**config.mk**
```make
export PLATFORM = sky130hd
export DESIGN_NAME = nibble_add_seq
export DESIGN_NICKNAME = d
export VERILOG_FILES = /design/src/rtl/nibble_add_seq.sv
export SDC_FILE = /design/constraint.sdc
export NUM_CORES = 1
export LEC_CHECK = 0
export BUFFER_PORTS_ARGS = -buffer_cell sky130_fd_sc_hd__buf_2
export CAP_MARGIN = 20
export CORE_ASPECT_RATIO = 0.75
export CORE_MARGIN = 2
export CORE_UTILIZATION = 49
export DETAILED_ROUTE_END_ITERATION = 16
export PLACE_DENSITY = 0.76
export SLEW_MARGIN = 20
export SYNTH_ARGS = -nofsm -noshare
export SYNTH_HDL_FRONTEND = slang
export SYNTH_SLANG_ARGS = --single-unit
```
**constraint.sdc**
```tcl
create_clock -name clk -period 2.7 [get_ports clk]
set_input_delay 0.135 -clock clk [delete_from_list [all_inputs] [get_ports clk]]
set_output_delay 0.135 -clock clk [all_outputs]
set_load 0.005 [all_outputs]
```
**src/rtl/nibble_add_seq.sv**
```systemverilog
// Multi-cycle WIDTH-bit add/subtract sequencer built around a single shared
// 4-bit ripple-carry adder slice. One nibble is processed per clock; the
// inter-nibble carry is registered. start/busy/done handshake.

// 4-bit ripple-carry adder slice.
module rca4_slice (
    input  logic [3:0] a,
    input  logic [3:0] b,
    input  logic       cin,
    output logic [3:0] sum,
    output logic       cout
);

    logic [4:0] c;

    // Ripple the carry through four full-adder cells.
    always_comb begin
        sum  = '0;
        c    = '0;
        c[0] = cin;
        for (int unsigned i = 0; i < 4; i++) begin
            sum[i]   = a[i] ^ b[i] ^ c[i];
            c[i + 1] = (a[i] & b[i]) | (c[i] & (a[i] ^ b[i]));
        end
        cout = c[4];
    end

endmodule

module nibble_add_seq #(
    parameter int unsigned WIDTH = 16
) (
    input  logic             clk,
    input  logic             rst,
    input  logic             start,
    input  logic             sub,
    input  logic [WIDTH-1:0] A,
    input  logic [WIDTH-1:0] B,
    output logic             busy,
    output logic             done,
    output logic [WIDTH-1:0] result,
    output logic             cout,
    output logic             ovf
);

    localparam int unsigned NIB = WIDTH / 4;
    localparam int unsigned CW  = $clog2(NIB);
    localparam logic [CW-1:0] LAST = CW'(NIB - 1);

    typedef enum logic [1:0] {
        IDLE,
        RUN,
        DONE
    } state_t;

    state_t           state_q, state_d;
    logic [WIDTH-1:0] a_q, a_d;
    logic [WIDTH-1:0] b_q, b_d;       // B, or ~B in subtract mode
    logic             carry_q, carry_d;
    logic [CW-1:0]    cnt_q, cnt_d;
    logic [WIDTH-1:0] result_q, result_d;
    logic             cout_q, cout_d;
    logic             ovf_q, ovf_d;

    logic [CW+1:0]    base;
    logic [3:0]       slice_a, slice_b, slice_sum;
    logic             slice_cout;

    assign base    = {cnt_q, 2'b00};
    assign slice_a = a_q[base +: 4];
    assign slice_b = b_q[base +: 4];

    rca4_slice u_slice (
        .a    (slice_a),
        .b    (slice_b),
        .cin  (carry_q),
        .sum  (slice_sum),
        .cout (slice_cout)
    );

    // Next-state, operand capture and progressive result assembly.
    always_comb begin
        state_d  = state_q;
        a_d      = a_q;
        b_d      = b_q;
        carry_d  = carry_q;
        cnt_d    = cnt_q;
        result_d = result_q;
        cout_d   = cout_q;
        ovf_d    = ovf_q;

        case (state_q)
            IDLE, DONE: begin
                if (start) begin
                    // Two's-complement subtract: invert B, carry-in of 1.
                    a_d     = A;
                    b_d     = sub ? ~B : B;
                    carry_d = sub;
                    cnt_d   = '0;
                    state_d = RUN;
                end else begin
                    state_d = IDLE;
                end
            end
            RUN: begin
                result_d[base +: 4] = slice_sum;
                carry_d             = slice_cout;
                if (cnt_q == LAST) begin
                    // Final nibble: slice_sum[3] is the result MSB.
                    state_d = DONE;
                    cout_d  = slice_cout;
                    ovf_d   = (a_q[WIDTH-1] == b_q[WIDTH-1]) &&
                              (slice_sum[3] != a_q[WIDTH-1]);
                end else begin
                    cnt_d = cnt_q + 1'b1;
                end
            end
            default: state_d = IDLE;
        endcase
    end

    // State and datapath registers with asynchronous reset.
    always_ff @(posedge clk or posedge rst) begin
        if (rst) begin
            state_q  <= IDLE;
            a_q      <= '0;
            b_q      <= '0;
            carry_q  <= 1'b0;
            cnt_q    <= '0;
            result_q <= '0;
            cout_q   <= 1'b0;
            ovf_q    <= 1'b0;
        end else begin
            state_q  <= state_d;
            a_q      <= a_d;
            b_q      <= b_d;
            carry_q  <= carry_d;
            cnt_q    <= cnt_d;
            result_q <= result_d;
            cout_q   <= cout_d;
            ovf_q    <= ovf_d;
        end
    end

    assign busy   = (state_q == RUN);
    assign done   = (state_q == DONE);
    assign result = result_q;
    assign cout   = cout_q;
    assign ovf    = ovf_q;

endmodule

```
* After elaboration in Yosys (flattened, before gate mapping) *
Index checks and enable logic that the tools add are counted.

word-level totals
  flip-flop bits (word level) = 55
  input bits = 36
  output and inout bits = 20
  word-level logic and storage cells = 61

operators by class
  add/sub/neg operators = 2
  eq/ne operators = 8
  shift-type cells = 4
  muxes and demuxes = 10
  bitwise logic cells = 21
  reductions and logical operators = 8

operators by type and width
  kind                      count
  $shiftx A16 B5 Y4         2
  $bwmux W16                1
  $mux W16                  1
  $not A16 Y16              1
  $shift A4 B6 Y16 const A  1
  $shiftx A4 B6 Y16         1
  $and A1 B1 Y1             8
  $pmux W2 S2               2
  $xor A1 B1 Y1             8
  $mux W2                   3
  $neg A4 Y6                1
  $reduce_and A2 Y1         3
  $eq A2 B2 Y1 const B      2
  $ne A2 B2 Y1 const B      2
  $or A1 B1 Y1              4
  $reduce_and A3 Y1         1
  $add A2 B1 Y2 const B     1
  $eq A2 B1 Y1 const B      1
  $logic_not A2 Y1          1
  $mux W1                   2
  $ne A2 B1 Y1 const B      1
  $pmux W1 S2               1
  $reduce_bool A2 Y1        1
  $reduce_or A2 Y1          1
  other kinds (3)           3

* Logic depth before layout (Yosys ltp) *
Gate-level depths: netlist of the first run.

  depth in word-level cells = 11
  mapped depth = 11
  mapped depth without buffers = 10

* Cells and area by module *
A second synthesis of the first run with hierarchy kept.

unflattened totals
  cells, all modules = 209
  area total of the unflattened synthesis = 2647.5 µm²

modules (own cells, without submodules)
  module          instances  cells each  area an instance (µm²)  seq. area each (µm²)
  nibble_add_seq  1          195         2529.9                  1376.3
  rca4_slice      1          14          117.6                   0.0

* Worst setup path before layout of the first run *
No wires, ideal clock.

  path type = register to register
  start = register cnt_q[0]
  end = register ovf_q, in the netlist ovf
  library setup time = 125 ps
  data arrival time = 2861 ps
  data required time = 2575 ps
  setup slack = -286 ps
  cell stages (with the launch flop) = 11
  path buffers = 1
  clock period less this slack = 2986 ps
  cell sequence = dfrtp_1 > buf_2 > mux4_2 > inv_1 > fa_1 > inv_1 > fa_1 > fa_1 > nand2b_1 > o22ai_1 > mux2_2

on the way
  cells in the longest elaborated chain, start to end = 11
  elaborated cells on any way between the ends = 20
  classes of those cells = eq/ne: 2; shift: 2; bitwise: 14; reduce/logical: 2

RTL lines
  what                                         line    source
  start: declaration                           60      logic [CW-1:0] cnt_q, cnt_d;
  start signal: assignment                     138     cnt_q <= cnt_d;
  $shiftx A16 B5 Y4, on equally long branches  70, 71
  $xor A1 B1 Y1                                23      c[i + 1] = (a[i] & b[i]) | (c[i] & (a[i] ^ b[i]));
  $and A1 B1 Y1                                23
  $or A1 B1 Y1                                 23
  $and A1 B1 Y1                                23
  $or A1 B1 Y1                                 23
  $and A1 B1 Y1                                23
  $or A1 B1 Y1                                 23
  $xor A1 B1 Y1                                22      sum[i] = a[i] ^ b[i] ^ c[i];
  $ne A1 B1 Y1                                 113     (slice_sum[3] != a_q[WIDTH-1]);
  $logic_and A1 B1 Y1                          112     ovf_d = (a_q[WIDTH-1] == b_q[WIDTH-1]) &&
  end signal: assignment                       141     ovf_q <= ovf_d;
  end: declaration                             63      logic ovf_q, ovf_d;

Several ways; a longest one is shown, not always the timed one.
A chain may end at the register's enable or synchronous reset.

* Worst setup path after layout of the first run *
Same ends and word-level chain as after synthesis.

==> results of run 1 <==
power by group:
group | internal (mW) | leakage, nW | switching, mW | total (mW)
clock network | 0.272 | 0.0513 | 0.249 | 0.521
registers | 1.18 | 0.691 | 0.230 | 1.41
logic | 0.986 | 0.738 | 0.964 | 1.95
sequential cells by signal, summed over array words and instances, names as in the netlist:
signal and flops:
cnt_q 2, ovf 1, b_q 16, carry_q 1
state_q 2, result 16, a_q 16, cout 1
timing repair:
item | in CTS | in global routing
resized for setup | 4 | 2
pin swaps | 1 | 0
endpoints found under the setup margin | 5 | 5
hold endpoints to repair | 22 | 0
hold buffers | 1 | 0
per-stage QoR:
stage	area, um2	setup TNS, ps
6_report	3130	-166
5_1_grt	3130	-703
4_1_cts	3130	-217
3_5_place_dp	3010	-549
3_3_place_gp	3010	-189
2_1_floorplan	2640	-118
per-layer routing:
layer / vias up / routed length (um)
li1: 859 / -
met2: 48 / 2170
met4: 0 / 34
met3: 5 / 223
met5: - / 0
met1: 809 / 2340
final timing paths:
| check | end | slack, ps |
|---|---|---|
| setup / recovery | ovf | -90 |
| hold / removal | a_q[14] | 60 |
| setup reg to reg | ovf | -90 |
| hold reg to reg | b_q[14] | 480 |
| max in group asynchronous | a_q[4] | 1660 |
| min in group asynchronous | result[9] | 410 |
kinds of logic after synthesis:
kind of cell    after synthesis  synth area share
flops                        55             0.526
buf+inv                      21            0.0354
mux                          27             0.150
fa+ha+maj                    10            0.0592
simple gates                 47            0.0946
xor+xnor                     16            0.0535
compound gates               36            0.0817
cell type report:
class	count	area, um2
multi-input combinational	136	1160
timing repair buffer	64	353
clock buffer	6	72.6
inverter	11	41.3
tap	75	93.8
clock inverter	1	30.0
sequential	55	1380
fill	448	2110
placed cells by master, fill, tap and decap left out, types with 6 or more instances in the layout:
| cell type | n |
|---|---|
| sky130_fd_sc_hd__buf_2 | 55 |
| sky130_fd_sc_hd__dfrtp_1 | 54 |
| sky130_fd_sc_hd__nand2_1 | 28 |
| sky130_fd_sc_hd__o21ai_0 | 21 |
| sky130_fd_sc_hd__mux2_2 | 18 |
| sky130_fd_sc_hd__xnor2_1 | 16 |
| sky130_fd_sc_hd__mux4_2 | 8 |
| sky130_fd_sc_hd__buf_4 | 7 |
| sky130_fd_sc_hd__a22o_1 | 6 |
| sky130_fd_sc_hd__inv_1 | 6 |
| sky130_fd_sc_hd__o21ai_1 | 6 |
| sky130_fd_sc_hd__ha_1 | 6 |
==> run summary, run 1 <==
====================================================================================================
Number of buffers inserted during clock tree synthesis ................................            5
Ys flop type .......................................................................... sky130_fd_sc_hd__dfrtp_1
Fraction of the yosys area taken by sequential cells ..................................        0.526
DRC violation total after the first TritonRoute iteration .............................           60
Critical Path Stages ..................................................................            9
Number of buffers on the longest clock path ...........................................            2
Non-filler cells, final ...............................................................          348
Nature of the critical path endpoint ..................................................         flop
Ranking of synthesized cells by area .................................................. sky130_fd_sc_hd__dfrtp_1 53%, sky130_fd_sc_hd__mux2_2 7.7%, sky130_fd_sc_hd__mux4_2 6.9%
Tightest Hold Check Type ..............................................................       in2reg
Endpoints failing setup ...............................................................            5
Ratio of cells with drive above 1 in the final layout .................................        0.410
Largest net degree at the start of global routing .....................................           47
Post-synthesis net count ..............................................................          258
Cell area after technology mapping ....................................................     2620 um2
Via count normalized by instance count ................................................         4.95
Mean post-synth cell area .............................................................     12.4 um2
Wire length reported by the detailed router ...........................................      4780 um
Number of synthesized register bits ...................................................           55
Boundary Pins .........................................................................           56
Via count of the first global-routing pass ............................................         1637
Height of the chip ....................................................................      67.3 um
Final-stage net count .................................................................          319
Met1 Use GR ...........................................................................        0.244
Hold depth ............................................................................            2
Launching element type of the critical path ...........................................         flop
Number of antenna violations at the first check in global routing .....................            0
Layout overhead on the synthesized area ...............................................        19.5%
Number of standard-cell rows in the floorplan .........................................           23
Cell with the largest stage delay on the worst path ................................... sky130_fd_sc_hd__fa_2
IO Port Bufs ..........................................................................           55
Req. time, crit path ..................................................................      2890 ps
Leakage power .........................................................................      1.48 nW
Instance count of the mapped netlist ..................................................          212
H-tree Lvls ...........................................................................            2
Post-layout worst setup margin ........................................................     -89.1 ps
Number of diodes ......................................................................            0
Cell with the most instances after synthesis .......................................... sky130_fd_sc_hd__dfrtp_1
Worst supply voltage drop on vdd ......................................................     0.603 mV
Placed cells ..........................................................................          340
Shortest clock period the worst path allows after layout ..............................      2790 ps
GR met3 Demand/Resource ...............................................................       0.0391
Clock Latency Late Sink ...............................................................       300 ps
Worst stage delay on the critical path ................................................       560 ps
Fin. Hold Viols .......................................................................            0
Top cells by count, synth ............................................................. 55 x sky130_fd_sc_hd__dfrtp_1, 28 x sky130_fd_sc_hd__nand2_1, 21 x sky130_fd_sc_hd__o21ai_0, 18 x sky130_fd_sc_hd__mux2_2, 16 x sky130_fd_sc_hd__xnor2_1
Remaining Overflow, GRT ...............................................................            0
Worst reg-to-reg path cell count ......................................................            9
Fraction of synthesized cell area taken by the top area cell type .....................        0.526
DIE WIDTH .............................................................................      88.4 um
Number of vias in the routed layout ...................................................         1721
Number of DRC violations after detailed routing .......................................            0
Power density over the cells ..........................................................  1240 nW/um2
Final Wtd Congestion ..................................................................        0.759
Failing checks ........................................................................ setup timing
Worst hold margin .....................................................................      57.2 ps
Measured slew at the worst slew-check pin .............................................       871 ps
Clock tree from TritonCTS .............................................................          yes
Category of cells accounting for the largest share of critical-path delay .............  adder cells
Worst reg2reg path startpoint .........................................................     cnt_q[0]
Area of the die .......................................................................     5950 um2
Critical Setup Path Class .............................................................      reg2reg
EDFF count, synth .....................................................................            0
Highest achievable clock rate .........................................................    0.359 GHz
RSZ-0062 raised after global routing ..................................................          yes
DR WL/cell ............................................................................      13.7 um
Buffer type at the clock tree root .................................................... sky130_fd_sc_hd__clkbuf_8
Final core occ ........................................................................        0.598
Distinct cell type count of the synthesized netlist ...................................           28
Critical path peak fanout .............................................................            4
Critical path origin ..................................................................     cnt_q[0]
Setup Skew ............................................................................      7.09 ps
Post-layout power .....................................................................      3.88 mW
Most numerous cell on the critical path ............................................... sky130_fd_sc_hd__fa_2
Count of maximum capacitance violations ...............................................            0
Remaining max-slew budget at the tightest pin .........................................        0.419
Outcome ............................................................................... finished with violations
Core footprint ........................................................................     5240 um2
Most used routing layer ...............................................................         met2
Clock-pin slew reported for the worst setup and hold paths after clock tree synthesis .        90 ps
Starting Density ......................................................................        0.500
Worst slack, placed ...................................................................      -153 ps
Arrival time reported for the critical path endpoint ..................................      2980 ps
Clock Sink Count ......................................................................           55
Share of the clock period used by the worst path ......................................         1.03
Async set-or-reset flop fraction in the synthesized netlist ...........................         1.00
Buffers and inverters on the worst path ...............................................            2
Slew Viols, Final .....................................................................            0
First-pass iteration count of the detailed router .....................................            4
Total number of yosys warnings ........................................................            0
Startpoint of the most critical hold path .............................................        A[14]
Global-route wire length before repair ................................................      7810 um
Post-DP HPWL ..........................................................................      3590 um
Met2 track demand over resource in global routing .....................................        0.275
Top cell type by total area after synthesis ........................................... sky130_fd_sc_hd__dfrtp_1
Post-CTS setup-driven buffer insertion count ..........................................            0
Cell chain of the critical path ....................................................... mux4_2, inv_2, fa_2, fa_2, inv_2, fa_2, fa_2, o22ai_1, mux2_2
Global-route usage over all layers ....................................................        0.173
Number of antenna-violating nets in the routed design .................................            0
====================================================================================================
No activity file was read; power rests on OpenSTA's default activity.
==> inputs of run 2 (changes only) <==
Settings changed: RECOVER_POWER set to 50.
==> run 2 against run 1 <==
  * Clock skew hardly changed
  * Combinational power is essentially flat
  * The flow still finishes with violations (setup timing)
  * Wire length grew 0.19%
  * Utilization is 0.36 points lower
  * Critical path type unchanged
  * Sequential power barely moved
  * Fmax is the same
  * Critical endpoint unchanged
==> run summary, run 2 (synthesis results as in run 1) <==
====================================================================================================
Slew Viols, Final .....................................................................            0
Height of the chip ....................................................................      67.3 um
Number of standard-cell rows in the floorplan .........................................           23
Worst hold margin .....................................................................      57.2 ps
Layout overhead on the synthesized area ...............................................        18.8%
Req. time, crit path ..................................................................      2890 ps
Arrival time reported for the critical path endpoint ..................................      2980 ps
Category of cells accounting for the largest share of critical-path delay .............  adder cells
Remaining max-slew budget at the tightest pin .........................................        0.327
Internal power of the cells ...........................................................      2.43 mW
Setup Skew ............................................................................      7.15 ps
Largest net degree at the start of global routing .....................................           47
Most numerous cell on the critical path ............................................... sky130_fd_sc_hd__fa_2
Share of the clock period used by the worst path ......................................         1.03
Wire length reported by the detailed router ...........................................      4790 um
Outcome ............................................................................... finished with violations
Shortest clock period the worst path allows after layout ..............................      2790 ps
Worst slack, placed ...................................................................      -153 ps
DR WL/cell ............................................................................      13.8 um
Number of buffers inserted during clock tree synthesis ................................            5
Clock network power share .............................................................        0.135
Highest achievable clock rate .........................................................    0.359 GHz
Buffers and inverters on the worst path ...............................................            2
Placed cells ..........................................................................          340
DRC violation total after the first TritonRoute iteration .............................           65
DIE WIDTH .............................................................................      88.4 um
Final-stage net count .................................................................          319
Tightest Hold Check Type ..............................................................       in2reg
Via count of the first global-routing pass ............................................         1637
Comb power frac .......................................................................        0.501
Clock-pin slew reported for the worst setup and hold paths after clock tree synthesis .        90 ps
Number of antenna-violating nets in the routed design .................................            0
Core footprint ........................................................................     5240 um2
Final core occ ........................................................................        0.594
Number of diodes ......................................................................            0
Final Wtd Congestion ..................................................................        0.759
Met1 Use GR ...........................................................................        0.244
Post-layout power .....................................................................      3.87 mW
GR met3 Demand/Resource ...............................................................       0.0391
H-tree Lvls ...........................................................................            2
Launching element type of the critical path ...........................................         flop
Area of the die .......................................................................     5950 um2
Via count normalized by instance count ................................................         4.94
Buffer type at the clock tree root .................................................... sky130_fd_sc_hd__clkbuf_8
Failing checks ........................................................................ setup timing
Post-DP HPWL ..........................................................................      3590 um
Fin. Hold Viols .......................................................................            0
Worst supply voltage drop on vdd ......................................................     0.603 mV
Part of the total power dissipated in sequential elements .............................        0.365
Remaining Overflow, GRT ...............................................................            0
Met2 track demand over resource in global routing .....................................        0.275
Startpoint of the most critical hold path .............................................        A[14]
Commonest cells after routing, fill and taps aside .................................... 54 x sky130_fd_sc_hd__dfrtp_1, 46 x sky130_fd_sc_hd__buf_2, 28 x sky130_fd_sc_hd__nand2_1, 21 x sky130_fd_sc_hd__o21ai_0, 18 x sky130_fd_sc_hd__mux2_2
Cell with the largest stage delay on the worst path ................................... sky130_fd_sc_hd__fa_2
Critical path origin ..................................................................     cnt_q[0]
Number of DRC violations after detailed routing .......................................            0
Global-route wire length before repair ................................................      7810 um
Nature of the critical path endpoint ..................................................         flop
Non-filler cells, final ...............................................................          348
Number of buffers on the longest clock path ...........................................            2
IO Port Bufs ..........................................................................           55
Starting Density ......................................................................        0.500
Worst reg2reg path startpoint .........................................................     cnt_q[0]
Global-route usage over all layers ....................................................        0.173
Measured slew at the worst slew-check pin .............................................      1010 ps
Leakage power .........................................................................      1.44 nW
Endpoints failing setup ...............................................................            5
Placed cell area ......................................................................     3010 um2
Net switching fraction of the power ...................................................        0.373
Critical path peak fanout .............................................................            4
RSZ-0062 raised after global routing ..................................................          yes
Clock Latency Late Sink ...............................................................       300 ps
Number of antenna violations at the first check in global routing .....................            0
Count of maximum capacitance violations ...............................................            0
Cell chain of the critical path ....................................................... mux4_2, inv_2, fa_2, fa_2, inv_2, fa_2, fa_2, o22ai_1, mux2_2
Boundary Pins .........................................................................           56
First-pass iteration count of the detailed router .....................................            4
Power density over the cells ..........................................................  1250 nW/um2
Clock Sink Count ......................................................................           55
Worst stage delay on the critical path ................................................       560 ps
Clock tree from TritonCTS .............................................................          yes
Number of vias in the routed layout ...................................................         1718
Post-layout instance area .............................................................     3110 um2
Critical Setup Path Class .............................................................      reg2reg
Total Negative Setup Slacks ...........................................................      -169 ps
Switching Power .......................................................................      1.45 mW
Post-layout worst setup margin ........................................................     -89.2 ps
Most used routing layer ...............................................................         met2
Most common library cell in the layout ignoring fill and taps ......................... sky130_fd_sc_hd__dfrtp_1
Ratio of cells with drive above 1 in the final layout .................................        0.366
====================================================================================================
[run 2: path summary, 6_finish.rpt]
| path | slack [ps] | cells past startpoint | end |
|---|---|---|---|
| worst max register to register | -90 | 9 | ovf |
| min in group asynchronous | 570 | 3 | result[9] |
| worst min register to register | 480 | 2 | b_q[14] |
| worst max-delay path | -90 | 9 | ovf |
| max in group asynchronous | 740 | 4 | a_q[4] |
| worst min-delay path | 60 | 2 | a_q[14] |
[run 2: layout make-up]
cell class | instances | area [um2]
Sequential cell | 55 | 1380
Clock buffer | 6 | 72.6
Timing Repair Buffer | 64 | 334
Tap cell | 75 | 93.8
Clock inverter | 1 | 30.0
Fill cell | 451 | 2130
Multi-Input combinational cell | 136 | 1160
Inverter | 11 | 41.3
[run 2: timing repair]
| item | 4_1_cts | 5_1_grt |
|---|---|---|
| hold buffers | 1 | 0 |
| resized for setup | 4 | 2 |
| pin swaps | 1 | 0 |
| setup buffers | 0 | 0 |
| setup endpoints to repair | 5 | 5 |
| endpoints found under the hold margin | 22 | 0 |
[run 2: power groups by stage]
stage	Combinational, mW	Sequential [mW]	Clock [mW]
2_1_floorplan	1.37	1.36	0
3_3_place_gp	1.85	1.42	0
3_5_place_dp	1.92	1.43	0
4_1_cts	1.95	1.41	0.532
5_1_grt	2.16	1.46	0.564
6_report	1.94	1.41	0.521
[run 2: per-layer routing]
layer  wire length, um  part of all wire  vias to the layer above
met3               220             0.046                        5
met1              2350              0.49                      810
met2              2180              0.45                       44
met4                34            0.0071                        0
met5                 0                 0                        -
li1                  -                 -                      859
[run 2: worst reg2reg max path, stage by stage, from the launching register on]
cell                      delay, ps
sky130_fd_sc_hd__dfrtp_2        430
sky130_fd_sc_hd__mux4_2         520
sky130_fd_sc_hd__inv_2           70
sky130_fd_sc_hd__fa_2           190
sky130_fd_sc_hd__fa_2           190
sky130_fd_sc_hd__inv_2           40
sky130_fd_sc_hd__fa_2           350
sky130_fd_sc_hd__fa_2           560
sky130_fd_sc_hd__o22ai_1         70
sky130_fd_sc_hd__mux2_2         250
==> inputs of run 3 (changes only) <==
Settings changed: CORE_UTILIZATION 49 to 40, CTS_CLUSTER_DIAMETER set to 120, PLACE_DENSITY 0.76 to not set, SETUP_SLACK_MARGIN set to 0.15.
==> run 3 against run 2 <==
  * Fmax increased by 0.60%
  * Via count rose by 2.6%
  * Wire length rose by 8.5%
  * Sequential share of layout area is essentially flat
  * Cell area about the same
  * The run still ends with setup timing left
  * Combinational power is 2% higher
  * Flip-flop and latch count unchanged
  * Clock-buffer cell count is 1 higher
  * Non-clock buffer count grew 2
  * Utilization is 10 points lower
  * Cell count increased by 2.6%
  * Largest power group unchanged
==> run summary, run 3 (synthesis results as in run 1) <==
====================================================================================================
Number of buffers on the longest clock path ...........................................            2
Remaining Overflow, GRT ...............................................................            0
Clock Sink Count ......................................................................           55
Leakage power .........................................................................      1.43 nW
Core footprint ........................................................................     6320 um2
DR WL/cell ............................................................................      14.6 um
Setup Skew ............................................................................      5.30 ps
Global-route usage over all layers ....................................................        0.153
Post-DP HPWL ..........................................................................      3890 um
Number of antenna violations at the first check in global routing .....................            0
Part of the total power dissipated in sequential elements .............................        0.368
Switching Power .......................................................................      1.48 mW
Number of diodes ......................................................................            0
Clock Latency Late Sink ...............................................................       300 ps
Wire length reported by the detailed router ...........................................      5200 um
Clock tree from TritonCTS .............................................................          yes
Endpoints failing setup ...............................................................            5
Total Negative Setup Slacks ...........................................................      -158 ps
Via count normalized by instance count ................................................         4.94
Share of the clock period used by the worst path ......................................         1.03
Post-layout instance area .............................................................     3110 um2
Critical path peak fanout .............................................................            4
First-pass iteration count of the detailed router .....................................            4
Startpoint of the most critical hold path .............................................         A[9]
Critical path origin ..................................................................     cnt_q[0]
Number of vias in the routed layout ...................................................         1763
H-tree Lvls ...........................................................................            2
Measured slew at the worst slew-check pin .............................................      1270 ps
Power density over the cells ..........................................................  1230 nW/um2
Starting Density ......................................................................        0.414
Slew Viols, Final .....................................................................            0
Critical Setup Path Class .............................................................      reg2reg
Number of DRC violations after detailed routing .......................................            0
Final Wtd Congestion ..................................................................        0.796
Fin. Hold Viols .......................................................................            0
Number of standard-cell rows in the floorplan .........................................           25
Non-filler cells, final ...............................................................          357
Highest achievable clock rate .........................................................    0.361 GHz
Worst reg2reg path startpoint .........................................................     cnt_q[0]
Final-stage net count .................................................................          321
Global-route wire length before repair ................................................      8670 um
Placed cells ..........................................................................          345
Remaining max-slew budget at the tightest pin .........................................        0.150
Height of the chip ....................................................................      74.1 um
Req. time, crit path ..................................................................      2890 ps
Final core occ ........................................................................        0.493
Commonest cells after routing, fill and taps aside .................................... 54 x sky130_fd_sc_hd__dfrtp_1, 44 x sky130_fd_sc_hd__buf_2, 28 x sky130_fd_sc_hd__nand2_1, 21 x sky130_fd_sc_hd__o21ai_0, 17 x sky130_fd_sc_hd__mux2_2
Worst supply voltage drop on vdd ......................................................     0.711 mV
Shortest clock period the worst path allows after layout ..............................      2770 ps
Area of the die .......................................................................     7220 um2
Largest net degree at the start of global routing .....................................           36
Failing checks ........................................................................ setup timing
DRC violation total after the first TritonRoute iteration .............................           55
IO Port Bufs ..........................................................................           55
Nature of the critical path endpoint ..................................................         flop
Most common library cell in the layout ignoring fill and taps ......................... sky130_fd_sc_hd__dfrtp_1
Placed cell area ......................................................................     3010 um2
Comb power frac .......................................................................        0.516
Layout overhead on the synthesized area ...............................................        18.9%
Buffer type at the clock tree root .................................................... sky130_fd_sc_hd__clkbuf_8
Count of maximum capacitance violations ...............................................            0
Worst hold margin .....................................................................      57.1 ps
Outcome ............................................................................... finished with violations
Post-layout power .....................................................................      3.84 mW
DIE WIDTH .............................................................................      97.4 um
Number of antenna-violating nets in the routed design .................................            0
Ratio of cells with drive above 1 in the final layout .................................        0.362
Clock network power share .............................................................        0.115
Clock-pin slew reported for the worst setup and hold paths after clock tree synthesis .       100 ps
RSZ-0062 raised after global routing ..................................................          yes
Arrival time reported for the critical path endpoint ..................................      2970 ps
Net switching fraction of the power ...................................................        0.386
Boundary Pins .........................................................................           56
Tightest Hold Check Type ..............................................................       in2reg
Worst slack, placed ...................................................................      -124 ps
Launching element type of the critical path ...........................................         flop
Internal power of the cells ...........................................................      2.36 mW
Via count of the first global-routing pass ............................................         1770
Number of buffers inserted during clock tree synthesis ................................            5
Post-layout worst setup margin ........................................................     -72.6 ps
====================================================================================================
==> run 3: final timing paths <==
path                               to  slack [ps]  cells after the start
setup / recovery                  ovf         -70                     10
hold / removal                 a_q[9]          60                      2
setup reg to reg                  ovf         -70                     10
hold reg to reg               b_q[14]         480                      2
max in group asynchronous      a_q[8]         630                      4
min in group asynchronous  result[13]         710                      3
==> run 3: area by class of cell <==
cell class / instances / area (um2)
flip-flops and latches: 55 / 1380
repair buffers: 66 / 347
multi-input cells: 136 / 1170
clock inverters: 1 / 5.00
well taps: 81 / 101
inverters: 11 / 41.3
clock buffers: 7 / 76.3
fillers: 624 / 3200
==> run 3: per-layer routing <==
metal	wire, um	track usage	vias up
met3	264	0.0385	8
met2	2230	0.238	43
met4	46	0.0417	0
met1	2650	0.219	847
li1	-	-	865
met5	0	0	-
==> run 3: worst max-delay path, stage by stage (launching register included) <==
cell and delay (ps):
sky130_fd_sc_hd__dfrtp_2 460, sky130_fd_sc_hd__mux4_2 350, sky130_fd_sc_hd__inv_2 40, sky130_fd_sc_hd__fa_2 350
sky130_fd_sc_hd__fa_2 360, sky130_fd_sc_hd__inv_2 60, sky130_fd_sc_hd__fa_2 180, sky130_fd_sc_hd__fa_2 450
sky130_fd_sc_hd__nand2b_1 90, sky130_fd_sc_hd__o22ai_1 70, sky130_fd_sc_hd__mux2_2 250
==> run 3: timing repair <==
action,in CTS,in global routing
endpoints found under the setup margin,6,6
pin swaps,4,0
hold endpoints to repair,32,0
buffers inserted,3,0
resized for setup,6,1
hold buffers,1,0
==> run 3: power by group through the flow <==
stage | registers [mW] | clock network [mW] | logic (mW)
floorplan | 1.36 | 0 | 1.37
global placement | 1.43 | 0 | 1.91
detailed placement | 1.43 | 0 | 1.93
CTS | 1.42 | 0.453 | 2.01
global route | 1.46 | 0.488 | 2.24
finish | 1.42 | 0.443 | 1.98
